<file path="src/rtl/alu_pkg.sv">
`default_nettype none
// ============================================================================
//  Module      : alu_pkg
//  Description : Shared types for the ALU result stage.
//                - alu_op_e    : operation codes; the result mux index is the
//                                op code.
//                - alu_flags_t : status flags {n,z,c,v}, with n in the MSB.
//                - ALU_FLAG_W  : packed width of alu_flags_t.
//  Revision    : 1.0  initial release
// ============================================================================
package alu_pkg;

   localparam int ALU_OP_W   = 4;
   localparam int ALU_FLAG_W = 4;

   typedef enum logic [ALU_OP_W-1:0] {
      ALU_ADD = 4'd0,
      ALU_SUB = 4'd1,
      ALU_AND = 4'd2,
      ALU_OR  = 4'd3,
      ALU_NOT = 4'd4,
      ALU_XOR = 4'd5,
      ALU_LSL = 4'd6,
      ALU_ASL = 4'd7,
      ALU_LSR = 4'd8,
      ALU_ASR = 4'd9,
      ALU_F10 = 4'd10,
      ALU_F11 = 4'd11,
      ALU_F12 = 4'd12,
      ALU_F13 = 4'd13,
      ALU_F14 = 4'd14,
      ALU_F15 = 4'd15
   } alu_op_e;

   typedef struct packed {
      logic n;
      logic z;
      logic c;
      logic v;
   } alu_flags_t;

endpackage
`default_nettype wire

</file>
<file path="src/rtl/alu_result_stage_if.sv">
`default_nettype none
// ============================================================================
//  Module      : alu_result_stage_if
//  Description : Bundles the upstream and downstream handshake/data signals
//                of the ALU result stage.
//                Upstream  : op_results_i, op_i, carry_i, ovf_i, valid_i, ready_o
//                Downstream: result_o, flags_o, valid_o, ready_i
//                Modports:
//                - slave  : the stage itself
//                - master : the environment that drives the stage (the ALU
//                           units upstream plus the writeback consumer)
//  Revision    : 1.0  initial release
// ============================================================================
interface alu_result_stage_if #(
   parameter int WIDTH   = 8,
   parameter int NUM_OPS = 16
) ();
   import alu_pkg::*;

   localparam int OP_W = $clog2(NUM_OPS);

   logic [NUM_OPS-1:0][WIDTH-1:0] op_results_i;
   logic [OP_W-1:0]               op_i;
   logic                          carry_i;
   logic                          ovf_i;
   logic                          valid_i;
   logic                          ready_o;
   logic [WIDTH-1:0]              result_o;
   logic [ALU_FLAG_W-1:0]         flags_o;
   logic                          valid_o;
   logic                          ready_i;

   modport slave (
      input  op_results_i, op_i, carry_i, ovf_i, valid_i, ready_i,
      output ready_o, result_o, flags_o, valid_o
   );

   modport master (
      output op_results_i, op_i, carry_i, ovf_i, valid_i, ready_i,
      input  ready_o, result_o, flags_o, valid_o
   );

endinterface
`default_nettype wire

</file>
<file path="src/rtl/alu_result_stage_skid.sv">
`default_nettype none
// ============================================================================
//  Module      : alu_skid_buffer
//  Description : Two-entry skid buffer with valid/ready on both sides.
//                It holds an output register (OUT) and a skid register (SKID).
//                ready_o is decoded from the state register only, so it never
//                depends combinationally on ready_i. It reaches full
//                throughput of one transfer per cycle.
//  Ports       : clk_i, rst_i         clock, sync active-high reset
//                valid_i/ready_o/data_i  upstream handshake + payload
//                valid_o/ready_i/data_o  downstream handshake + payload
//  Revision    : 1.0  initial release
// ============================================================================
module alu_skid_buffer #(
   parameter int DATA_W = 8
) (
   input  logic              clk_i,
   input  logic              rst_i,
   input  logic              valid_i,
   output logic              ready_o,
   input  logic [DATA_W-1:0] data_i,
   output logic              valid_o,
   input  logic              ready_i,
   output logic [DATA_W-1:0] data_o
);

   // Occupancy states
   localparam logic [1:0] S_EMPTY = 2'd0;
   localparam logic [1:0] S_ONE   = 2'd1;
   localparam logic [1:0] S_FULL  = 2'd2;

   logic [1:0]        r_state;
   logic [DATA_W-1:0] r_out;
   logic [DATA_W-1:0] r_skid;
   logic              w_accept;

   assign w_accept = valid_i && ready_o;

   always_ff @(posedge clk_i) begin
      if (rst_i) begin
         r_state <= S_EMPTY;
         r_out   <= '0;
         r_skid  <= '0;
      end else begin
         case (r_state)
            S_EMPTY: begin
               if (w_accept) begin
                  r_out   <= data_i;
                  r_state <= S_ONE;
               end
            end
            S_ONE: begin
               if (w_accept && ready_i) begin
                  r_out <= data_i;
               end else if (w_accept) begin
                  // Downstream stalled: park the new entry behind OUT
                  r_skid  <= data_i;
                  r_state <= S_FULL;
               end else if (ready_i) begin
                  r_state <= S_EMPTY;
               end
            end
            S_FULL: begin
               if (ready_i) begin
                  r_out   <= r_skid;
                  r_state <= S_ONE;
               end
            end
            default: r_state <= S_EMPTY;
         endcase
      end
   end

   assign valid_o = (r_state != S_EMPTY);
   assign ready_o = (r_state != S_FULL);
   assign data_o  = r_out;

endmodule
`default_nettype wire

</file>
<file path="src/rtl/alu_result_stage.sv">
`default_nettype none
// ============================================================================
//  Module      : alu_result_stage
//  Description : Registered, flow-controlled ALU result mux. It selects one of
//                NUM_OPS results by op code, computes the N/Z/C/V flags, and
//                buffers {result, flags} in a two-entry skid buffer.
//  Ports       : clk_i, rst_i  clock, sync active-high reset
//                bus (slave)   upstream op results/op/carry/ovf with
//                              valid/ready, and downstream result/flags with
//                              valid/ready
//  Revision    : 1.0  initial release
// ============================================================================
module alu_result_stage
   import alu_pkg::*;
#(
   parameter int WIDTH   = 8,
   parameter int NUM_OPS = 16
) (
   input  logic                clk_i,
   input  logic                rst_i,
   alu_result_stage_if.slave   bus
);

   localparam int OP_W   = $clog2(NUM_OPS);
   localparam int DATA_W = WIDTH + ALU_FLAG_W;

   logic [WIDTH-1:0]  w_sel;
   alu_flags_t        w_flags;
   logic              w_is_arith;
   logic [DATA_W-1:0] w_in_data;
   logic [DATA_W-1:0] w_out_data;

   // Op codes beyond NUM_OPS exist only when NUM_OPS is not a power of 2.
   // They select zero.
   always_comb begin
      w_sel = '0;
      if (int'(bus.op_i) < NUM_OPS) begin
         w_sel = bus.op_results_i[bus.op_i];
      end
   end

   // Carry/overflow have meaning only for the adder ops.
   assign w_is_arith = (bus.op_i == OP_W'(ALU_ADD)) || (bus.op_i == OP_W'(ALU_SUB));

   always_comb begin
      w_flags.n = w_sel[WIDTH-1];
      w_flags.z = (w_sel == '0);
      w_flags.c = w_is_arith ? bus.carry_i : 1'b0;
      w_flags.v = w_is_arith ? bus.ovf_i   : 1'b0;
   end

   assign w_in_data = {w_sel, w_flags};

   alu_skid_buffer #(
      .DATA_W (DATA_W)
   ) u_skid (
      .clk_i   (clk_i),
      .rst_i   (rst_i),
      .valid_i (bus.valid_i),
      .ready_o (bus.ready_o),
      .data_i  (w_in_data),
      .valid_o (bus.valid_o),
      .ready_i (bus.ready_i),
      .data_o  (w_out_data)
   );

   assign bus.result_o = w_out_data[DATA_W-1 -: WIDTH];
   assign bus.flags_o  = w_out_data[ALU_FLAG_W-1:0];

endmodule
`default_nettype wire

</file>
<file path="src/flat_wrapper.sv">
// flat-port wrapper written by rule: the top's interface ports become plain ports
module alu_result_stage_flat import alu_pkg::*;
#(
   parameter int WIDTH   = 8,
   parameter int NUM_OPS = 16
)
  (clk_i, rst_i, bus_op_results_i, bus_op_i, bus_carry_i, bus_ovf_i, bus_valid_i, bus_ready_i, bus_ready_o, bus_result_o, bus_flags_o, bus_valid_o);
  alu_result_stage_if #(.WIDTH(WIDTH), .NUM_OPS(NUM_OPS)) bus_i ();
  input  logic clk_i;
  input  logic rst_i;
  input wire logic [$bits(bus_i.op_results_i)-1:0] bus_op_results_i;
  input wire logic [$bits(bus_i.op_i)-1:0] bus_op_i;
  input wire logic [$bits(bus_i.carry_i)-1:0] bus_carry_i;
  input wire logic [$bits(bus_i.ovf_i)-1:0] bus_ovf_i;
  input wire logic [$bits(bus_i.valid_i)-1:0] bus_valid_i;
  input wire logic [$bits(bus_i.ready_i)-1:0] bus_ready_i;
  output wire logic [$bits(bus_i.ready_o)-1:0] bus_ready_o;
  output wire logic [$bits(bus_i.result_o)-1:0] bus_result_o;
  output wire logic [$bits(bus_i.flags_o)-1:0] bus_flags_o;
  output wire logic [$bits(bus_i.valid_o)-1:0] bus_valid_o;
  assign bus_i.op_results_i = bus_op_results_i;
  assign bus_i.op_i = bus_op_i;
  assign bus_i.carry_i = bus_carry_i;
  assign bus_i.ovf_i = bus_ovf_i;
  assign bus_i.valid_i = bus_valid_i;
  assign bus_i.ready_i = bus_ready_i;
  assign bus_ready_o = bus_i.ready_o;
  assign bus_result_o = bus_i.result_o;
  assign bus_flags_o = bus_i.flags_o;
  assign bus_valid_o = bus_i.valid_o;
  alu_result_stage #(.WIDTH(WIDTH), .NUM_OPS(NUM_OPS)) u_core (.clk_i(clk_i), .rst_i(rst_i), .bus(bus_i));
endmodule
</file>
<file path="config.mk">
export PLATFORM = sky130hd
export DESIGN_NAME = alu_result_stage_flat
export DESIGN_NICKNAME = d
export VERILOG_FILES = /design/src/rtl/alu_pkg.sv /design/src/rtl/alu_result_stage_if.sv /design/src/rtl/alu_result_stage_skid.sv /design/src/rtl/alu_result_stage.sv /design/src/flat_wrapper.sv
export SDC_FILE = /design/constraint.sdc
export NUM_CORES = 1
export LEC_CHECK = 0
export CAP_MARGIN = 30
export CORE_MARGIN = 1.5
export CORE_UTILIZATION = 50
export CTS_CLUSTER_SIZE = 14
export DETAILED_ROUTE_END_ITERATION = 10
export DONT_BUFFER_PORTS = 1
export SETUP_SLACK_MARGIN = 0.1
export SLEW_MARGIN = 40
export SYNTH_ARGS = -nofsm -noshare
export SYNTH_HDL_FRONTEND = slang
export SYNTH_HIERARCHICAL = 1
export SYNTH_SLANG_ARGS = --single-unit
</file>
<file path="constraint.sdc">
create_clock -name clk_i -period 3.3 [get_ports clk_i]
set_clock_uncertainty 0.05 [all_clocks]
set_input_delay 0.495 -clock clk_i [delete_from_list [all_inputs] [get_ports clk_i]]
set_output_delay 0.495 -clock clk_i [all_outputs]
set_load 0.005 [all_outputs]
</file>
==> impl_results.md, run 1 <==
* Status: finished, violations left
* Failing checks: design-rule violations
* Slew HR at 59.93%
* Initial antenna violation count at 0
* Final setup fails at 0
* Hold wc startpoint: rst_i
* Fin crit share at 64.64%
* Post-Syn Instances at 228
* Number of global-route vias before repair at 1908
* Fill cells at 398
* Crit path kind: primary input to register
* Synth async-reset ratio at 0%
* Vias at 1868
* Synthesized area per cell at 10.34 um2
* Sequential element share of the synthesized area at 22.08%
* Leak at 0.0008742 uW
* Root Buffer: clkbuf_8
* GRT Residual Overflow at 0
* Iter 0 DRT Violations at 114
* DR WL/cell at 22.41 um
* CTS resizes at 0
* Ports at 152
* Core box area at 4444 um2
* Largest net degree at the start of global routing at 36
* Crit-path max FO at 27
* Final worst setup slack at 1.167 ns
* Yosys warnings at 6
* Worst reg2reg path depth at 3
* Antenna viol nets, final at 0
* Routability congestion estimate at 0.8311
* Area delta synth->final at -0.3186%
* Setup slack, reg-to-reg at 1.49 ns
* Placed Cells at 258
* Syn nets at 366
* Hold WC Path Type: primary input to register
* Final Instance Count excl. Fillers at 262
* CTS H-Tree Depth at 1
* Slew Viols, Final at 0
* Hold Vio Cnt, Final at 0
* GRT Util Overall at 21.84%
* Remaining DRCs at 8
* Final #Nets at 349
* Synth unique cells at 38
* CTS Buf Count at 3
* Pre-Repair DR Iteration Count at 10
* Maxcap violations at 0
* Yosys reg bits at 26
* Post-CTS setup buffer count at 0
* Synth Cell Area at 2357 um2
* TNS Setup at 0 ns
* Hold EP: u_core/u_skid/data_o[1]$_SDFFE_PP0P_
* RSZ-0062 raised after global routing: false
* Share of cells above drive strength 1 at 19.52%
* CTS tree: yes
* Hpwl dp at 4613 um
* Data arrival, critical path at 2.28 ns
* Crit path required time at 3.44 ns
* Global-route wire length before repair at 9025 um
* Number of diodes at 0
* CP Launch Type: primary input
* CTS max path bufs at 2
* Initial Util at 53.04%
* Top FF cell, synth: dfxtp_1
* Tightest Pin Transition at 0.5976 ns
* Final Core Density at 52.87%
* Fin crit period at 2.133 ns
* Clk_lat worst skew at 0.27 ns
* Clock-pin slew on the worst setup and hold paths at 0.08 ns
* Post-CTS Hold Buffers at 0
* Post-synth EDFFs at 0
* Max Clock Freq at 0.4688 GHz
* CP Capture Type: register
* Die area at 5135 um2
* IO Port Bufs at 0
* Min-Delay Path Depth at 1
* Max IR drop VDD at 0.1897 mV
* Worst r2r src: u_core/u_skid/r_state[1]$_SDFFE_PP0P_
* DIE HEIGHT at 71.66 um
* Die W at 71.66 um
* Site Rows at 24
* Routed wire length at 5871 um
* Vias per cell at 7.130
* Post-Place Setup Slack at 0.8509 ns
* Worst r2r dst: u_core/u_skid/data_o[11]$_SDFFE_PP0P_
* Power Density at 322.0 nW/um2
* CTS sink count at 26
## layout make-up
class / count / area (um2) / area share (%)
multi-input combinational: 178 / 1698 / 72.26
sequential: 26 / 520.5 / 22.15
tap: 52 / 65.06 / 2.769
clock buffer: 4 / 55.05 / 2.343
timing repair buffer: 1 / 7.507 / 0.3195
inverter: 1 / 3.754 / 0.1597
## registers in the layout (all words and copies together) (netlist names)
register and count:
u_core/u_skid/r_state 2, u_core/u_skid/r_skid 12, u_core/u_skid/data_o 12
## cells in the mapped netlist, types with 2 or more instances
library cell | count | area share (%)
a211oi_1 | 14 | 4.5
nand2b_1 | 4 | 1.1
mux2_2 | 3 | 1.4
buf_1 | 2 | 0.32
mux2i_1 | 31 | 13
mux4_2 | 17 | 16
mux4_1 | 7 | 7.8
a32oi_1 | 2 | 0.74
nor2_1 | 6 | 0.96
clkbuf_1 | 4 | 0.64
nand2_1 | 27 | 4.3
a21oi_1 | 19 | 4.0
buf_2 | 11 | 2.3
a21o_1 | 2 | 0.64
a211oi_2 | 10 | 5.3
nor2b_1 | 3 | 0.80
nor3_1 | 3 | 0.64
dfxtp_1 | 26 | 22
buf_6 | 4 | 1.9
o21ai_0 | 4 | 0.85
buf_4 | 2 | 0.64
and2_1 | 4 | 1.1
a221oi_1 | 8 | 3.0
## worst max-delay path by stage
| stage | start | endpoint |
|---|---|---|
| 3_3_place_gp | bus_op_i[1] | u_core/u_skid/data_o[2]$_SDFFE_PP0P_ |
| 6_report | bus_op_i[1] | u_core/u_skid/data_o[2]$_SDFFE_PP0P_ |
| 5_1_grt | bus_op_i[1] | u_core/u_skid/data_o[2]$_SDFFE_PP0P_ |
| 3_5_place_dp | bus_op_i[1] | u_core/u_skid/data_o[2]$_SDFFE_PP0P_ |
| 2_1_floorplan | bus_op_i[2] | u_core/u_skid/data_o[2]$_SDFFE_PP0P_ |
| 4_1_cts | bus_op_i[1] | u_core/u_skid/data_o[2]$_SDFFE_PP0P_ |
## worst max-delay path: stages
cell      delay [ns]
mux4_1          0.54
mux2_2          0.30
nor3_2          0.19
o221ai_2        0.11
nor4_2          0.26
mux2i_1         0.14
a211oi_2        0.23
## layer usage
layer	global-route usage [%]	part of all wire (%)
met1	28.30	40
met2	38.37	50
met3	5.204	8.9
met4	2.306	0.49
met5	0	0
## through the flow
stage | hold slack (ns) | power, uW | area [um2]
floorplan | 0.3857 | 560.1 | 2357
global placement | 0.3857 | 557.2 | 2292
detailed placement | 0.3897 | 562.7 | 2292
CTS | 0.2209 | 762.9 | 2347
global route | 0.2080 | 797.2 | 2350
finish | 0.2272 | 756.5 | 2350
## cell usage in the layout, fill, tap and decap left out
cell / count
mux4_2: 17
a21oi_1: 19
a21o_1: 2
o221ai_2: 1
nor4_2: 1
nor2_1: 6
nor2b_1: 3
a32oi_1: 2
o2111ai_1: 1
nand2b_2: 1
and3b_1: 1
a211oi_1: 14
and4bb_2: 1
mux4_1: 7
and2_1: 4
dfxtp_1: 26
o22ai_1: 1
or2_2: 1
buf_4: 1
o21ai_0: 4
nand2_1: 27
a211oi_2: 10
mux2i_1: 31
nor3_2: 1
a22oi_1: 1
o21bai_1: 1
nand4bb_1: 1
clkbuf_8: 4
nand2b_1: 3
mux2_2: 3
and3_1: 1
inv_1: 1
nor3_1: 3
o21a_1: 1
or3b_1: 1
a221oi_1: 8
## report_power, final
part	total [uW]	internal [uW]	switching (uW)
registers	348	333	15.2
logic	207	115	91.7
clock network	201	107	94.5
## cells by family after synthesis
logic type	count (synthesis)	synth area share, %
AO/OA/AOI/OAI	65	21.23
flip-flops	26	22.08
buffers and inverters	24	5.997
AND/OR/NAND/NOR	55	12.05
multiplexers	58	38.64
No activity file was read; power rests on OpenSTA's default activity.
==> inputs of run 2 (changes only) <==
--- a/config.mk
+++ b/config.mk
@@ -11,6 +11,7 @@
 export CTS_CLUSTER_SIZE = 14
 export DETAILED_ROUTE_END_ITERATION = 10
 export DONT_BUFFER_PORTS = 1
+export PLACE_DENSITY = 0.68
 export SETUP_SLACK_MARGIN = 0.1
 export SLEW_MARGIN = 40
 export SYNTH_ARGS = -nofsm -noshare
==> constraint.sdc (replaced) <==
create_clock -name clk_i -period 1.85 [get_ports clk_i]
set_clock_uncertainty 0.05 [all_clocks]
set_input_delay 0.2775 -clock clk_i [delete_from_list [all_inputs] [get_ports clk_i]]
set_output_delay 0.2775 -clock clk_i [all_outputs]
set_load 0.005 [all_outputs]
==> impl_results.md, run 2 (synthesis results as in run 1) <==
* Slew Viols, Final at 0 (unchanged)
* Worst reg2reg path depth at 4 (+1)
* Min-Delay Path Depth at 1 (unchanged)
* Max IR drop VDD at 0.5516 mV (+190%)
* Fin crit period at 1.720 ns
* Die W at 71.66 um (unchanged)
* Core box area at 4444 um2 (unchanged)
* Fin Hold WS at 0.01171 ns (-0.2155 ns)
* Crit path kind: primary input to register
* Global-route wire length before repair at 8976 um (-0.54%)
* Iter 0 DRT Violations at 142 (+25%)
* Worst path max stage delay at 0.35 ns (-0.19 ns)
* Vias at 1918 (+2.7%)
* Status: finished, violations left
* Post-Place Setup Slack at -0.1993 ns (-1.050 ns)
* Post-CTS setup buffer count at 0 (unchanged)
* Clock-pin slew on the worst setup and hold paths at 0.10 ns (+0.02 ns)
* Fin crit share at 92.99%
* DR WL/cell at 21.19 um (-5.4%)
* TNS Setup at 0 ns (unchanged)
* DIE HEIGHT at 71.66 um (unchanged)
* Failing checks: design-rule violations
* Critical path's slowest cell: a21oi_1
* Most common cell after layout, fill and taps aside: mux2i_1
* IO Port Bufs at 0 (unchanged)
* Area delta synth->final at 6.900%
* Pre-Repair DR Iteration Count at 8 (-2)
* Clk_lat worst skew at 0.26 ns (about the same)
* Leak at 0.0009671 uW (+11%)
* CTS tree: yes
* Post-CTS Hold Buffers at 1 (+1)
* Site Rows at 24 (unchanged)
* Max Clock Freq at 0.5813 GHz
* Vias per cell at 6.924 (-2.9%)
* CTS max path bufs at 2 (unchanged)
* GRT Util Overall at 21.98% (+0.14 points)
* CTS sink count at 26 (unchanged)
* Routability congestion estimate at 0.8513 (+2.4%)
* CP Launch Type: primary input
* Number of global-route vias before repair at 1906 (-0.10%)
* Largest net degree at the start of global routing at 36 (unchanged)
* Initial Util at 53.04% (unchanged)
* Slew HR at 71.04% (+11 points)
* Data arrival, critical path at 1.87 ns (-0.41 ns)
* Power Density at 603.6 nW/um2 (+87%)
* Area of the multi-input gates at 1737 um2 (+2.3%)
* Ports at 152 (unchanged)
* Number of diodes at 0 (unchanged)
* Register area at 520.5 um2 (unchanged)
* Root Buffer: clkbuf_8
* Hold Vio Cnt, Final at 0 (unchanged)
* Antenna viol nets, final at 0 (unchanged)
* Worst path cell trace: nor2b_1, buf_4, a221oi_2, a21oi_1, o221ai_2, nor4_2, mux2i_1, a211oi_2
* CTS H-Tree Depth at 1 (unchanged)
* GRT Residual Overflow at 0 (unchanged)
* Final #Nets at 364 (+4.3%)
* Final worst setup slack at 0.1297 ns (-1.037 ns)
* Tightest Pin Transition at 0.4336 ns (-0.1640 ns)
* Remaining DRCs at 9 (+1)
* CTS Buf Count at 3 (unchanged)
* Share of cells above drive strength 1 at 27.56% (+8.0 points)
* Die area at 5135 um2 (unchanged)
* Final setup fails at 0 (unchanged)
* RSZ-0062 raised after global routing: true
* Hold WC Path Type: primary input to register
* Fill cells at 400 (+0.50%)
* Maxcap violations at 0 (unchanged)
* Routed wire length at 5869 um (about the same)
* Commonest non-fill, non-tap cells in the layout: 31 x mux2i_1, 26 x nand2_1, 26 x dfxtp_1
* CP Capture Type: register
* Crit-path max FO at 27 (unchanged)
* Initial antenna violation count at 0 (unchanged)
* Hpwl dp at 4509 um (-2.2%)
* Crit path required time at 2.00 ns (-1.44 ns)
[run 2: final timing paths]
path	from	endpoint	slack, ns
worst max-delay path	bus_op_i[1]	u_core/u_skid/data_o[2]$_SDFFE_PP0P_	0.13
worst min-delay path	rst_i	u_core/u_skid/r_skid[10]$_SDFFE_PP0P_	0.01
worst max register to register	u_core/u_skid/r_state[1]$_SDFFE_PP0P_	u_core/u_skid/data_o[5]$_SDFFE_PP0P_	0.41
worst min register to register	u_core/u_skid/r_skid[2]$_SDFFE_PP0P_	u_core/u_skid/r_skid[2]$_SDFFE_PP0P_	0.40
[run 2: repair_timing]
action | 4_1_cts | 5_1_grt
gates resized for setup | 0 | 7
hold endpoints to repair | 7 | 8
endpoints found under the setup margin | 1 | 3
[run 2: worst max-delay path: cells and delay by family]
family                 cells  cell delay [ns]
AO/OA/AOI/OAI              4             0.77
buffers and inverters      1             0.18
multiplexers               1             0.14
AND/OR/NAND/NOR            2             0.50
[run 2: stage by stage]
step | util (%) | total power (uW) | std cells | instance area, um2
4_1_cts | 56.33 | 1520 | 277 | 2504
5_1_grt | 56.70 | 1596 | 277 | 2520
2_1_floorplan | - | 1021 | 228 | 2415
6_report | 56.70 | 1521 | 277 | 2520
3_5_place_dp | 54.50 | 1044 | 272 | 2422
3_3_place_gp | 54.50 | 1042 | 272 | 2422
[run 2: report_power, final]
part	total [uW]	switching [uW]	internal, uW
sequential	622	27.7	595
combinational	428	184	244
clock	471	182	290
total	1520	393	1130
[run 2: layer usage]
layer  part of all wire (%)  up-vias  global-route usage (%)
met5                      0        -                       0
met4                   0.68        0                   2.516
met3                    7.7        5                   5.204
met2                     50       96                   38.89
met1                     42      912                   28.20
li1                       -      905                       -
[run 2: layout make-up]
type / instances / area share (%)
multi-input combinational: 178 / 68.92
sequential: 26 / 20.66
timing repair buffer: 16 / 4.866
tap: 52 / 2.582
clock buffer: 3 / 1.639
clock inverter: 1 / 1.192
inverter: 1 / 0.1490
